$ cat config.mk
export PLATFORM = sky130hd
export DESIGN_NAME = step_segment_seq_flat
export DESIGN_NICKNAME = d
export VERILOG_FILES = /design/src/rtl/step_segment_seq_if.sv /design/src/rtl/step_segment_seq.sv /design/src/flat_wrapper.sv
export SDC_FILE = /design/constraint.sdc
export NUM_CORES = 1
export LEC_CHECK = 0
export CORE_MARGIN = 4
export CORE_UTILIZATION = 55
export DETAILED_ROUTE_END_ITERATION = 6
export PLACE_DENSITY = 0.76
export SLEW_MARGIN = 20
export SYNTH_ARGS = -nofsm -noshare
export SYNTH_HDL_FRONTEND = slang
export SYNTH_SLANG_ARGS = --single-unit
$ cat constraint.sdc
create_clock -name clk -period 7 [get_ports clk]
set_input_delay 1.4 -clock clk [delete_from_list [all_inputs] [get_ports clk]]
set_output_delay 1.4 -clock clk [all_outputs]
set_load 0.02 [all_outputs]
$ cat src/rtl/step_segment_seq_if.sv
// step_segment_seq_if: host/generator-facing bundle of the segment sequencer
// master: host + generator side (drives writes, enable, abort, gen_busy)
// slave : sequencer side (drives dt_val/steps_val/load, FIFO status and flags)
// Optional: STEP_SEQ_UNDERRUN_CNT_EN adds underrun_cnt[15:0]
interface step_segment_seq_if #(parameter int ADDR_W = 4);
  logic wr_en;
  logic [31:0] wr_dt;
  logic [31:0] wr_steps;
  logic enable;
  logic abort;
  logic gen_busy;
  logic [31:0] dt_val;
  logic [31:0] steps_val;
  logic load;
  logic [ADDR_W:0] count;
  logic full;
  logic empty;
  logic running;
  logic underrun;
  logic overflow;
`ifdef STEP_SEQ_UNDERRUN_CNT_EN
  logic [15:0] underrun_cnt;
`endif
  modport master (
    output wr_en, wr_dt, wr_steps, enable, abort, gen_busy,
`ifdef STEP_SEQ_UNDERRUN_CNT_EN
    input underrun_cnt,
`endif
    input dt_val, steps_val, load, count, full, empty, running, underrun, overflow
  );
  modport slave (
    input wr_en, wr_dt, wr_steps, enable, abort, gen_busy,
`ifdef STEP_SEQ_UNDERRUN_CNT_EN
    output underrun_cnt,
`endif
    output dt_val, steps_val, load, count, full, empty, running, underrun, overflow
  );
endinterface

$ cat src/rtl/step_segment_seq.sv
// step_segment_seq: segment FIFO and sequencer feeding acc_step_gen one (dt, steps) segment at a time
// Ports: clk (rising edge), reset (async, active-high),
//   bus (step_segment_seq_if.slave): wr_en/wr_dt/wr_steps push, enable, abort, gen_busy in;
//   dt_val/steps_val/load to the generator, count/full/empty/running, sticky underrun/overflow out.
// Optional: define STEP_SEQ_UNDERRUN_CNT_EN for bus.underrun_cnt, a saturating count of underrun events.
module step_segment_seq #(
  parameter int ADDR_W = 4,
  parameter int ACK_TMO = 4
) (
  input logic clk,
  input logic reset,
  step_segment_seq_if.slave bus
);
  localparam int DEPTH = 1 << ADDR_W;
  localparam int TW = $clog2(ACK_TMO + 1);
  typedef enum logic [1:0] {IDLE, POP, WAIT_ACK, RUN} state_t;
  state_t state, state_nxt;
  logic [63:0] mem [DEPTH];
  logic [ADDR_W-1:0] wp, rp;
  logic [ADDR_W:0] cnt;
  logic [TW-1:0] tmo;
  logic [31:0] dt_q, steps_q, head_dt, head_steps;
  logic und_q, ovf_q, full, empty, push, pop, load, done, und_set, go;
  always_comb begin
    {head_dt, head_steps} = mem[rp];
    full = cnt == (ADDR_W+1)'(DEPTH);
    empty = cnt == '0;
    pop = state == POP && !empty && !bus.abort;
    // a pop frees a slot, so a write into a full FIFO is accepted in the same cycle
    push = bus.wr_en && (!full || pop) && !bus.abort;
    load = pop && head_steps != '0;
    // a missing busy acknowledge is treated like the generator finishing
    done = !bus.gen_busy && (state == RUN || (state == WAIT_ACK && tmo == TW'(ACK_TMO - 1)));
    und_set = done && bus.enable && empty && !bus.abort;
    go = bus.enable && !empty;
    state_nxt = state;
    if (bus.abort) state_nxt = IDLE;
    else
      case (state)
        IDLE: state_nxt = go && !bus.gen_busy ? POP : IDLE;
        POP: state_nxt = load ? WAIT_ACK : (cnt > (ADDR_W+1)'(1) || push) ? POP : IDLE;
        WAIT_ACK: state_nxt = bus.gen_busy ? RUN : done ? (go ? POP : IDLE) : WAIT_ACK;
        default: state_nxt = done ? (go ? POP : IDLE) : RUN;
      endcase
  end
  always_ff @(posedge clk or posedge reset)
    if (reset) begin
      state <= IDLE;
      tmo <= '0;
      wp <= '0;
      rp <= '0;
      cnt <= '0;
      und_q <= 1'b0;
      ovf_q <= 1'b0;
      dt_q <= '0;
      steps_q <= '0;
    end else begin
      state <= state_nxt;
      tmo <= state == WAIT_ACK ? tmo + 1'b1 : '0;
      wp <= bus.abort ? '0 : wp + ADDR_W'(push);
      rp <= bus.abort ? '0 : rp + ADDR_W'(pop);
      cnt <= bus.abort ? '0 : cnt + (ADDR_W+1)'(push) - (ADDR_W+1)'(pop);
      und_q <= !bus.abort && (und_q || und_set);
      ovf_q <= !bus.abort && (ovf_q || (bus.wr_en && full && !pop));
      if (load) begin
        dt_q <= head_dt;
        steps_q <= head_steps;
      end
    end
  always_ff @(posedge clk)
    if (push) mem[wp] <= {bus.wr_dt, bus.wr_steps};
`ifdef STEP_SEQ_UNDERRUN_CNT_EN
  logic [15:0] ucnt;
  always_ff @(posedge clk or posedge reset)
    if (reset) ucnt <= '0;
    else if (bus.abort) ucnt <= '0;
    else if (und_set && ucnt != '1) ucnt <= ucnt + 1'b1;
  assign bus.underrun_cnt = ucnt;
`endif
  // the head is shown combinationally during the load cycle so the generator samples it with load
  assign bus.dt_val = load ? head_dt : dt_q;
  assign bus.steps_val = load ? head_steps : steps_q;
  assign bus.load = load;
  assign bus.count = cnt;
  assign bus.full = full;
  assign bus.empty = empty;
  assign bus.running = state != IDLE;
  assign bus.underrun = und_q;
  assign bus.overflow = ovf_q;
endmodule

$ cat src/flat_wrapper.sv
// flat-port wrapper written by rule: the top's interface ports become plain ports
module step_segment_seq_flat 
#(
  parameter int ADDR_W = 4,
  parameter int ACK_TMO = 4
)
  (clk, reset, bus_wr_en, bus_wr_dt, bus_wr_steps, bus_enable, bus_abort, bus_gen_busy, bus_dt_val, bus_steps_val, bus_load, bus_count, bus_full, bus_empty, bus_running, bus_underrun, bus_overflow);
  step_segment_seq_if #(.ADDR_W(ADDR_W)) bus_i ();
  input logic clk;
  input logic reset;
  input wire logic [$bits(bus_i.wr_en)-1:0] bus_wr_en;
  input wire logic [$bits(bus_i.wr_dt)-1:0] bus_wr_dt;
  input wire logic [$bits(bus_i.wr_steps)-1:0] bus_wr_steps;
  input wire logic [$bits(bus_i.enable)-1:0] bus_enable;
  input wire logic [$bits(bus_i.abort)-1:0] bus_abort;
  input wire logic [$bits(bus_i.gen_busy)-1:0] bus_gen_busy;
  output wire logic [$bits(bus_i.dt_val)-1:0] bus_dt_val;
  output wire logic [$bits(bus_i.steps_val)-1:0] bus_steps_val;
  output wire logic [$bits(bus_i.load)-1:0] bus_load;
  output wire logic [$bits(bus_i.count)-1:0] bus_count;
  output wire logic [$bits(bus_i.full)-1:0] bus_full;
  output wire logic [$bits(bus_i.empty)-1:0] bus_empty;
  output wire logic [$bits(bus_i.running)-1:0] bus_running;
  output wire logic [$bits(bus_i.underrun)-1:0] bus_underrun;
  output wire logic [$bits(bus_i.overflow)-1:0] bus_overflow;
  assign bus_i.wr_en = bus_wr_en;
  assign bus_i.wr_dt = bus_wr_dt;
  assign bus_i.wr_steps = bus_wr_steps;
  assign bus_i.enable = bus_enable;
  assign bus_i.abort = bus_abort;
  assign bus_i.gen_busy = bus_gen_busy;
  assign bus_dt_val = bus_i.dt_val;
  assign bus_steps_val = bus_i.steps_val;
  assign bus_load = bus_i.load;
  assign bus_count = bus_i.count;
  assign bus_full = bus_i.full;
  assign bus_empty = bus_i.empty;
  assign bus_running = bus_i.running;
  assign bus_underrun = bus_i.underrun;
  assign bus_overflow = bus_i.overflow;
  step_segment_seq #(.ADDR_W(ADDR_W), .ACK_TMO(ACK_TMO)) u_core (.clk(clk), .reset(reset), .bus(bus_i));
endmodule
==> Word-level counts from Yosys, hierarchy flattened <==
Memory sizes are Yosys's and may differ from the RTL's.
Cells that the tools add are included.
{ "word_totals": {"regBits": 84, "mem_bits_rw": 1024, "inputBits": 70, "output_inout_bits": 75, "wordCells": 68, "n_memories": 1} }
{ "classes": {"add_sub_neg": 5, "magnitude_cmp": 1, "eq_ne": 5, "mux": 17, "reduce_logical": 30} }
{ "memory_table": {"columns": ["memory", "words", "width", "read_ports", "rd_ports_with_merged_regs", "wr", "line_no", "text"], "rows": [
  ["u_core.mem", 16, 64, 1, 0, 1, "step_segment_seq.sv:18", "logic [63:0] mem [DEPTH];"]
]} }
{ "ops": {"columns": ["operator", "count"], "rows": [
  ["32-bit two-way mux", 2],
  ["32-bit nonzero test", 1],
  ["1-bit logical AND", 16],
  ["2-bit two-way mux", 5],
  ["4-bit by 1-bit adder with 4-bit output", 2],
  ["4-bit two-way mux", 2],
  ["2-bit one-hot mux with 3 select lines", 1],
  ["5-bit by 1-bit adder with 5-bit output", 1],
  ["5-bit == test, second input constant", 1],
  ["5-bit by 1-bit > comparator with 1-bit output, second input constant", 1],
  ["1-bit logical NOT", 5],
  ["5-bit logical NOT", 1],
  ["1-bit logical OR", 5],
  ["1-bit two-way mux", 5],
  ["5-bit two-way mux", 1],
  ["5-bit by 1-bit subtractor with 5-bit output", 1],
  ["2-bit == test, second input constant", 2],
  ["3-bit by 1-bit adder with 3-bit output, second input constant", 1],
  ["3-bit by 2-bit == test with 1-bit output, second input constant", 1],
  ["3-bit two-way mux", 1],
  ["2-bit by 1-bit == test with 1-bit output, second input constant", 1],
  ["2-bit logical NOT", 1],
  ["2-bit nonzero test", 1]
]} }

==> Logic depth before layout (Yosys ltp) <==
{ "logic_depth": {"ltp_word": 12, "depth_mapped": 13, "depth_no_buf": 13} }

==> Worst setup path before layout <==
Ideal clock, no wire load.
{ "synth_timing": {"kind": "input to register", "startpoint": "input bus_abort", "endpoint": "memory u_core.mem[0][0], enable pin", "setup_time_ns": 0.565, "arrival_time_ns": 6.985, "required_ns": 6.435, "slack_ns": -0.550, "path_stages": 4, "n_path_buf": 1, "path_cell_list": "clkbuf_1 nor3b_1 or3b_2 nor3_1"} }
{ "synth_via": {"elab_chain_len": 7} }
{ "synth_lines": {"columns": ["element", "line_no", "text"], "rows": [
  ["from (decl)", "flat_wrapper.sv:15", "input wire logic [$bits(bus_i.abort)-1:0] bus_abort;"],
  ["1-bit logical NOT (*)", "step_segment_seq.sv:28, step_segment_seq.sv:30", null],
  ["1-bit logical AND", "step_segment_seq.sv:28", "pop = state == POP && !empty && !bus.abort;"],
  ["1-bit logical OR", "step_segment_seq.sv:30", "push = bus.wr_en && (!full || pop) && !bus.abort;"],
  ["1-bit logical AND", "step_segment_seq.sv:30", null],
  ["1-bit logical AND (*)", "step_segment_seq.sv:30", null],
  ["1-bit two-way mux (*)", "step_segment_seq.sv:71", "if (push) mem[wp] <= {bus.wr_dt, bus.wr_steps};"],
  ["1-bit two-way mux (not written as such) (*)", "step_segment_seq.sv:71", null],
  ["to (decl)", "step_segment_seq.sv:18", null]
]} }
Mark *: on every way between the ends. The rest lies on a longest branch, timed or not.

==> Worst setup path after layout <==
{ "layout_timing": {"startpoint": "register u_core.rp[0]", "endpoint": "output bus_dt_val[10]"} }
{ "layout_via": {"elab_chain_len": 4} }
{ "layout_lines": {"columns": ["element", "line_no", "text"], "rows": [
  ["from (decl)", "step_segment_seq.sv:19", "logic [ADDR_W-1:0] wp, rp;"],
  ["from (signal assigned)", "step_segment_seq.sv:61", "rp <= bus.abort ? '0 : rp + ADDR_W'(pop);"],
  ["memory 16 x 64 bit (*)", null, null],
  ["32-bit nonzero test", "step_segment_seq.sv:31", "load = pop && head_steps != '0;"],
  ["1-bit logical AND", "step_segment_seq.sv:31", null],
  ["32-bit two-way mux (*)", "step_segment_seq.sv:81", "assign bus.dt_val = load ? head_dt : dt_q;"],
  ["to (decl)", "flat_wrapper.sv:17", "output wire logic [$bits(bus_i.dt_val)-1:0] bus_dt_val;"]
]} }
Marks and branches as above.

==> flow_summary.yaml <==
run_status:
  outcome: "complete, but fails checks"
  violations: "DRC"
synthesis:
  synth_mux_area_frac: 0.175
  synth_top_family_by_area: "multiplexers"
  synth_compound_area_frac: 0.0135
  syn_nets: 1860
  yosys_most_used_dff: "edfxtp_1"
  synthTopCellsByArea: "edfxtp_1, mux4_2, dfrtp_1, mux2_4, a22oi_1"
  synth_xor_area_frac: 0.00104
  yosysTopAreaCell: "edfxtp_1"
  synth_cells: 1774
  syn_area_per_cell_sq_um: 23.7
  synth_edf_count: 1024
  synthAdderAreaFrac: 0.00494
  seq_area_frac_synth: 0.781
  ys_warn_count: 0
  synth_top_cell_area_share: 0.731
  synth_cell_types: 37
  ys_ff_latch: 1108
  async_flop_share: 0.0758
  syn_area_sq_um: 42000
  synth-simple-area-share: 0.0120
flow_run:
  drv_cap: 0
timing:
  fin_tns_setup_ps: 0
  finClkSkew_ps: 35.6
  fin_crit_sh: 0.952
  rsz0062_at_grt: "no"
  max_slew_margin: 0.232
  final-hold-violation-count: 0
  drv_slew: 0
  period_needed_ps: 6660
  tightest_slew_ps: 1150
  timing.fmax_mhz: 150
  setup_viol: 0
cells_and_area:
  final_nets: 2086
  n_fill_cell: 4813
  final-instance-count-excl-fill: 3076
  area_delta_synth_final_pct: 15.5
  drive_gt1_frac: 0.292
power:
  peakVddDrop_mv: 0.299
  leakage_nw: 15.3
  cellPowerDensity_nw_per_um2: 317
critical_path:
  path_buf_inv: 5
  path_class: "register to output port"
  startpoint_type: "register"
  crit_path_top_delay_cell: "dfrtp_4"
  cp-end-kind: "output port"
  crit_path_frequent_cell: "buf_12"
  critPathMaxStageDelay_ps: 670
  crit_chain: "buf_12 -> buf_4 -> mux4_2 -> a22oi_1 -> nand2_1 -> nor4_1 -> nand4_1 -> o21ai_1 -> inv_4 -> buf_12 -> mux2_4 -> clkdlybuf4s50_1"
  crit_family: "buffers and inverters"
  cp_max_fo: 35
  worstPathArrival_ps: 5260
  cp_data_required_time_ps: 5600
routing:
  ant_nets: 0
  num_vias: 19756
  wl_per_cell_microns: 31.1
  drc: 8
  drtPass1Iterations: 7
  vias_per_cell: 6.42
  dr.first_iter.drc_count: 2453
  routed_wirelength_microns: 95700
clock_tree:
  htree_levels: 3
  cts_root_buf: "clkbuf_16"
  clock_latency_ps: 670
  cts-resized-gates: 0
  clock_sinks: 1108
  clk_pin_slew_ps: 60
  cts_buffer_depth: 3
  cts_tree: "yes"
  cts_hold_buf: 0
  post_cts_buffers: 0
  cts_buffers: 106
floorplanning:
  num_rows: 101
  die_y_microns: 284
  io_pins: 145
  initial_core_util: 0.555
  die-area_sq_um: 80900
  core_sq_um: 75800
  die_w_microns: 284
global_routing:
  first_global_vias: 20567
  antenna_found_initial: 9
  grt_max_degree: 71
  grt_pass1_wl_microns: 141000
  grt_use_total: 0.240
  globalRouteOverflowTotal: 0
placed_design:
  hpwlAfterDp_microns: 48600
  io_buffers: 144
  gp_congestion: 0.754
  place_inst: 2869
hold_path:
  hp-class: "register to register"
sequential cells by signal (all words and copies together), names as in the netlist:
name / flops
u_core.steps_q: 32
u_core.mem: 1024
u_core.wp: 4
u_core.rp: 4
u_core.tmo: 3
u_core.bus.underrun: 1
u_core.state: 2
u_core.bus.overflow: 1
u_core.dt_q: 32
u_core.bus.count: 5
logic make-up after synthesis:
logic type	count (synthesis)
buffers and inverters	105
flip-flops	1108
multiplexers	352
AO/OA/AOI/OAI	80
XOR/XNOR	5
AND/OR/NAND/NOR	108
adder cells (fa/ha/maj)	16
power by group:
group          internal [mW]  switching, mW
logic                   1.11           1.07
clock network           3.22           2.41
registers               7.50         0.0970
worst reg2reg max path, stage by stage (launching register included):
cell and delay (ps):
dfrtp_4 670, buf_12 310, buf_4 270, mux4_2 560
a22oi_1 200, nand2_1 190, nor4_1 570, nand4_1 250
o21ai_1 340, inv_4 90, buf_12 210, mux2_4 400
cell usage after synthesis, types with 12 or more instances:
library cell and n:
edfxtp_1 1024, mux4_2 288, dfrtp_1 84, a22oi_1 65, clkbuf_1 51, mux2_4 40
nand2_1 34, nor2_1 32, mux2_2 24, buf_2 17, ha_1 15, inv_1 12
final cells by class:
type | instances | area (sq um) | share of cell area
Antenna cell | 8 | 20.0 | 0.000412
Clock buffer | 124 | 2750 | 0.0566
Clock inverter | 74 | 682 | 0.0140
Inverter | 13 | 53.8 | 0.00111
Multi-Input combinational cell | 561 | 8840 | 0.182
Sequential cell | 1108 | 32900 | 0.677
Tap cell | 978 | 1220 | 0.0252
Timing Repair Buffer | 210 | 2140 | 0.0440
final timing paths:
check | start | end | slack, ps | cells past startpoint
min in group asynchronous | reset | u_core.bus.underrun$_DFF_PP0_ | 1150 | 2
min | u_core.tmo[0]$_DFF_PP0_ | u_core.tmo[0]$_DFF_PP0_ | 430 | 1
max | u_core.rp[0]$_DFF_PP0_ | bus_dt_val[10] | 340 | 12
max in group asynchronous | reset | u_core.rp[0]$_DFF_PP0_ | 4720 | 3
max reg2reg | u_core.rp[0]$_DFF_PP0_ | u_core.dt_q[2]$_DFF_PP0_ | 2820 | 11
min reg2reg | u_core.tmo[0]$_DFF_PP0_ | u_core.tmo[0]$_DFF_PP0_ | 430 | 1
through the flow:
| step | power (mW) | hold WS [ps] | util | instance area (sq um) | worst slack, ps |
|---|---|---|---|---|---|
| detailed placement | 9.92 | 428 | 0.595 | 45100 | 1030 |
| floorplan | 9.07 | 410 | - | 42100 | 1170 |
| CTS | 15.5 | 436 | 0.640 | 48500 | 264 |
| finish | 15.4 | 431 | 0.641 | 48600 | 335 |
| global route | 16.0 | 442 | 0.640 | 48600 | 139 |
| global placement | 9.87 | 420 | 0.594 | 45100 | 992 |
routing by layer:
layer | share of wire | track usage | vias to the layer above
li1 | - | - | 7984
met1 | 0.39 | 0.334 | 10527
met2 | 0.50 | 0.394 | 1091
met3 | 0.087 | 0.0501 | 150
met4 | 0.023 | 0.0675 | 4
met5 | 0.00028 | 0 | -
cells in the final DEF, fill, tap and decap left out, types with 8 or more instances in the layout:
cell type        instances
buf_12                  14
ha_1                    15
mux4_2                 288
mux2_4                  40
clkdlybuf4s50_1        144
dfrtp_1                 80
nor4_1                   8
diode_2                  8
edfxtp_1              1024
clkbuf_1                16
inv_1                   11
nand2_1                 34
bufinv_16               11
nor2_4                  13
clkbuf_16              107
mux2_2                  24
a22oi_1                 65
nor2_1                  19
clkinv_2                35
clkinv_1                18
buf_4                   50
Power figures use the tool's default switching activity.
==> patch 1, RTL diff (same flow settings) <==
The 4 states of `state_t` get a one-hot encoding in 4 bits.
--- a/src/rtl/step_segment_seq.sv
+++ b/src/rtl/step_segment_seq.sv
@@ -15,3 +15,3 @@
   localparam int TW = $clog2(ACK_TMO + 1);
-  typedef enum logic [1:0] {IDLE, POP, WAIT_ACK, RUN} state_t;
+  typedef enum logic [3:0] {IDLE = 4'b0001, POP = 4'b0010, WAIT_ACK = 4'b0100, RUN = 4'b1000} state_t;
   state_t state, state_nxt;
Check against the original RTL: no difference found for any inputs over 4 cycles, from zero or initial values and one cycle with reset high; so few cycles prove little.
==> patch 1 against the original RTL <==
  * Routed wire length shrank 1.7%
  * Via count increased by 0.16%
  * Combinational power shrank 40%
  * Total power shrank 4.5%
  * Synthesized area is essentially flat
  * Count of clock-buffer cells in the layout up 16
  * Die area about the same
  * Maximum frequency shrank 0.95%
  * Sequential cell count increased by 2
  * Sequential share of layout area shrank 0.15 points
  * Setup slack lost 0.064 ns
  * Final cell count up 0.16%
  * Cell area up 0.38%
  * First-iteration DRC count is 8.2% lower
  * Critical path type unchanged
  * Largest power group unchanged
==> patch 1: results (changes against the original RTL) <==
The flow ran to the end, and the final reports show no timing, DRC or antenna violations. Number of global-route vias before repair: 20653 (was 20567). The run gives 5.33 ns (was 5.26 ns) as the arrival time of data at the critical path endpoint. The mux share of post-synthesis cell area was 0.1715 (was 0.1750); the via density per instance was 6.423 (about the same).

The logs give 109 (was 106) for the CTS buffer count and 94120 um (was 95710 um) for the final routed wirelength across all metal layers. The sequential cell fraction of total power was 0.511 (was 0.493); the async set-reset flop share out of synthesis was 0.07748 (was 0.07581). The detailed-router iteration count before antenna repair was 5 (was 7); the synthesized area divided by synthesized cell count was 23.45 um2 (was 23.70 um2). The tightest slew margin relative to the limit was 0.3559 (was 0.2324).

The logs give 98 (was 71) for the largest net degree at the start of global routing and 2095 (was 2086) for the layout net count. Leading cell types by total area after synthesis: sky130_fd_sc_hd__edfxtp_1 73%, sky130_fd_sc_hd__mux4_2 15%, sky130_fd_sc_hd__dfrtp_1 5.1% (was sky130_fd_sc_hd__edfxtp_1 73%, sky130_fd_sc_hd__mux4_2 15%, sky130_fd_sc_hd__dfrtp_1 5.0%). The placed cell count was 2875 (was 2869); the combinational cell power was 1300 uW (was 2180 uW). The global router's overall resource usage is 0.2344 (was 0.2398). The global-route wire length before repair is 139600 um (was 141300 um), and the routability congestion estimate is 0.7487 (was 0.7543). The half-perimeter wire length of the detailed placement result was 49180 um (was 48620 um); the part of the cycle the worst path needs was 0.9612 (was 0.9521). The layout cell share with drive strength beyond 1 works out to 0.2831 (was 0.2919). Most numerous cell types in the synthesized netlist: 1024 x sky130_fd_sc_hd__edfxtp_1, 288 x sky130_fd_sc_hd__mux4_2, 85 x sky130_fd_sc_hd__dfrtp_1 (was 1024 x sky130_fd_sc_hd__edfxtp_1, 288 x sky130_fd_sc_hd__mux4_2, 84 x sky130_fd_sc_hd__dfrtp_1). The longest individual stage delay on the worst path was 0.77 ns (was 0.67 ns); the switching power total was 3217 uW (was 3577 uW). The initial antenna violation count came out at 8 (was 9). The setup skew after layout is 0.03872 ns (was 0.03565 ns). The adder-cell share of the synthesized area is 0.004942 (was 0.004940), and the share of the yosys chip area belonging to registers is 0.7828 (was 0.7814). Leakage power of the design: 0.01543 uW (was 0.01527 uW). The average wire per standard cell works out to 30.55 um (was 31.12 um).
==> patch 1: kinds of logic after synthesis <==
| group | after synthesis |
|---|---|
| buffers and inverters | 105 |
| AOI/OAI and AO/OA | 85 |
| xor gates and xnor gates | 5 |
| adders and majority gates | 16 |
| and+or+nand+nor | 119 |
| DFF | 1110 |
| muxes | 352 |
==> patch 1: final cells by class <==
cell class / count / area [um2]
clock buffer: 140 / 2975
tap: 978 / 1224
sequential: 1110 / 32910
timing repair buffer: 198 / 2091
fill: 4774 / 27070
antenna: 1 / 2.502
multi-input combinational: 577 / 8806
clock inverter: 64 / 690.7
inverter: 13 / 51.30
==> patch 1: final timing paths <==
path / from / depth (start not counted) / slack (ns) / end
worst max-delay path: u_core.rp[1]$_DFF_PP0_ / 10 / 0.27 / bus_steps_val[9]
worst min-delay path: u_core.tmo[0]$_DFF_PP0_ / 1 / 0.46 / u_core.tmo[0]$_DFF_PP0_
worst max register to register: u_core.rp[1]$_DFF_PP0_ / 9 / 2.76 / u_core.dt_q[10]$_DFF_PP0_
worst min register to register: u_core.tmo[0]$_DFF_PP0_ / 1 / 0.46 / u_core.tmo[0]$_DFF_PP0_
max in group asynchronous: reset / 3 / 4.56 / u_core.rp[0]$_DFF_PP0_
min in group asynchronous: reset / 2 / 1.11 / u_core.dt_q[24]$_DFF_PP0_
==> patch 1: metal layers <==
metal	global-route usage	up-vias	part of all wire
met1	0.3328	10595	0.39
met2	0.3861	995	0.51
met4	0.05393	8	0.020
met5	0	-	0.00070
met3	0.04579	151	0.082
li1	-	8039	-
==> patch 1: worst max-delay path: cells and delay by family (launching register included) <==
family                 cells  cell delay [ns]
buffers and inverters      3             1.51
AOI/OAI and AO/OA          2             0.44
muxes                      2             0.79
and+or+nand+nor            3             1.09
DFF                        1             0.77
==> patch 2, RTL diff (same flow settings) <==
Made on the original files. `ACK_TMO` is set to 4 in 2 places; all go to 8.
--- a/src/rtl/step_segment_seq.sv
+++ b/src/rtl/step_segment_seq.sv
@@ -7,3 +7,3 @@
   parameter int ADDR_W = 4,
-  parameter int ACK_TMO = 4
+  parameter int ACK_TMO = 8
 ) (
--- a/src/flat_wrapper.sv
+++ b/src/flat_wrapper.sv
@@ -4,3 +4,3 @@
   parameter int ADDR_W = 4,
-  parameter int ACK_TMO = 4
+  parameter int ACK_TMO = 8
 )
Function: same outputs for any inputs over 4 cycles, from zero or initial values and one cycle with reset high; that may be too few to reach the edited logic, so the function may still have changed.
==> patch 2 against the original RTL <==
  * Setup slack got worse by 0.037 ns
  * Combinational power decreased by 2%
  * Die area increased by 0.33%
  * Synthesized cell count increased by 4.3%
  * Via count increased by 2.1%
  * Sequential cell count increased by 1
  * Critical path depth unchanged
  * Synthesized area increased by 0.34%
  * Total power decreased by 0.84%
  * Routed wire length about the same
  * Clock skew decreased by 0.015 ns
  * Cell area increased by 0.49%
  * Largest cell class unchanged
==> patch 2: results (changes against the original RTL) <==
The tapcell count was 1030 (was 978); the worst-case setup slack after placement was 0.9813 ns (was 1.035 ns). The number of distinct library cells after synthesis was 44 (was 37); the met3 routing resource usage after global routing was 0.04708 (was 0.05012). The run gives 140900 um (was 141300 um) as the global-route wire length before repair. The logs give 1935 (was 1860) for the net count after synthesis and 2997 (was 2869) for the placed cell count. The async set-reset flop share out of synthesis works out to 0.07665 (was 0.07581). For the routing usage on met2, the log shows 0.3842 (was 0.3936). The routability congestion estimate is 0.7485 (was 0.7543), and the global router's overall resource usage is 0.2372 (was 0.2398). Worst vdd rail ir drop: 0.2715 mV (was 0.2993 mV).

Total vias in the final route: 20174 (was 19756). The average wire per standard cell was 29.89 um (was 31.12 um). The number of antenna diodes was 6 (was 8). For the layout net count, the log shows 2162 (was 2086).

The leakage power of the design was 0.01525 uW (was 0.01527 uW). The synthesized area divided by synthesized cell count was 22.80 um2 (was 23.70 um2). The tools report the met1 wire length as 37680 um (was 36870 um). The detailed-routed wire length on met2 is 47660 um (was 48300 um), and the area taken by flip-flops and latches is 32890 um2 (was 32860 um2).

The tightest slew margin relative to the limit came out at 0.2695 (was 0.2324). For the number of global-route vias before repair, the log shows 20950 (was 20567). The share of final layout cell area taken by clock buffers and inverters was 0.06939 (was 0.07069). The longest individual stage delay on the worst path works out to 0.77 ns (was 0.67 ns). Leading cell types by total area after synthesis: sky130_fd_sc_hd__edfxtp_1 73%, sky130_fd_sc_hd__mux4_2 14%, sky130_fd_sc_hd__dfrtp_1 5.0% (was sky130_fd_sc_hd__edfxtp_1 73%, sky130_fd_sc_hd__mux4_2 15%, sky130_fd_sc_hd__dfrtp_1 5.0%). The number of violations reported at the end of detailed-routing iteration 0 was 2608 (was 2453). The run finished with clean final reports. The sequential cell count of the final layout was 1109 (was 1108); the setup skew after layout was 0.02088 ns (was 0.03565 ns). For the met1 layer usage reported by global route, the log shows 0.3350 (was 0.3338). The number of signal-net inverters in the final layout is 15 (was 13). The multi-input combinational gate total came out at 631 (was 561). The arrival time of data at the critical path endpoint came out at 5.30 ns (was 5.26 ns). The run gives 0.7793 (was 0.7814) as the share of the yosys chip area belonging to registers. The maximum net fanout on the critical path is 39 (was 35), and the share of the final layout cell area in sequential cells is 0.6739 (was 0.6766).
-- patch 2: changes by cell type in the layout (fill, tap and decap cells not counted), moves of 8 or more --
| cell | before | now |
|---|---|---|
| sky130_fd_sc_hd__a22oi_1 | 65 | 37 |
| sky130_fd_sc_hd__mux2_2 | 24 | 47 |
| sky130_fd_sc_hd__mux2i_1 | 0 | 55 |
| sky130_fd_sc_hd__clkbuf_1 | 16 | 29 |
| sky130_fd_sc_hd__mux4_2 | 288 | 263 |
| sky130_fd_sc_hd__a221oi_1 | 0 | 24 |
| sky130_fd_sc_hd__o21ai_0 | 6 | 14 |
| sky130_fd_sc_hd__clkinv_2 | 35 | 16 |
| sky130_fd_sc_hd__nand2_1 | 34 | 23 |
| sky130_fd_sc_hd__mux2_4 | 40 | 10 |
| sky130_fd_sc_hd__nor2_1 | 19 | 27 |
| sky130_fd_sc_hd__a21oi_1 | 6 | 15 |
| sky130_fd_sc_hd__nor3_1 | 3 | 14 |
-- patch 2: kinds of logic (layout without fill, tap and decap cells) --
group / after synthesis / count (layout) / synth area share
xor+xnor: 7 / 7 / 0.001453
other cells: 0 / 6 / 0
mux: 375 / 375 / 0.1696
compound gates: 109 / 109 / 0.01866
simple gates: 125 / 125 / 0.01441
flops: 1109 / 1109 / 0.7793
buf+inv: 110 / 425 / 0.01198
fa+ha+maj: 15 / 15 / 0.004627
-- patch 2: power breakdown --
part           switching, uW  leakage, uW  total, uW  internal (uW)
Clock                   2420      0.00165       5560           3140
Combinational           1070      0.00333       2130           1050
Sequential              95.8       0.0103       7600           7510
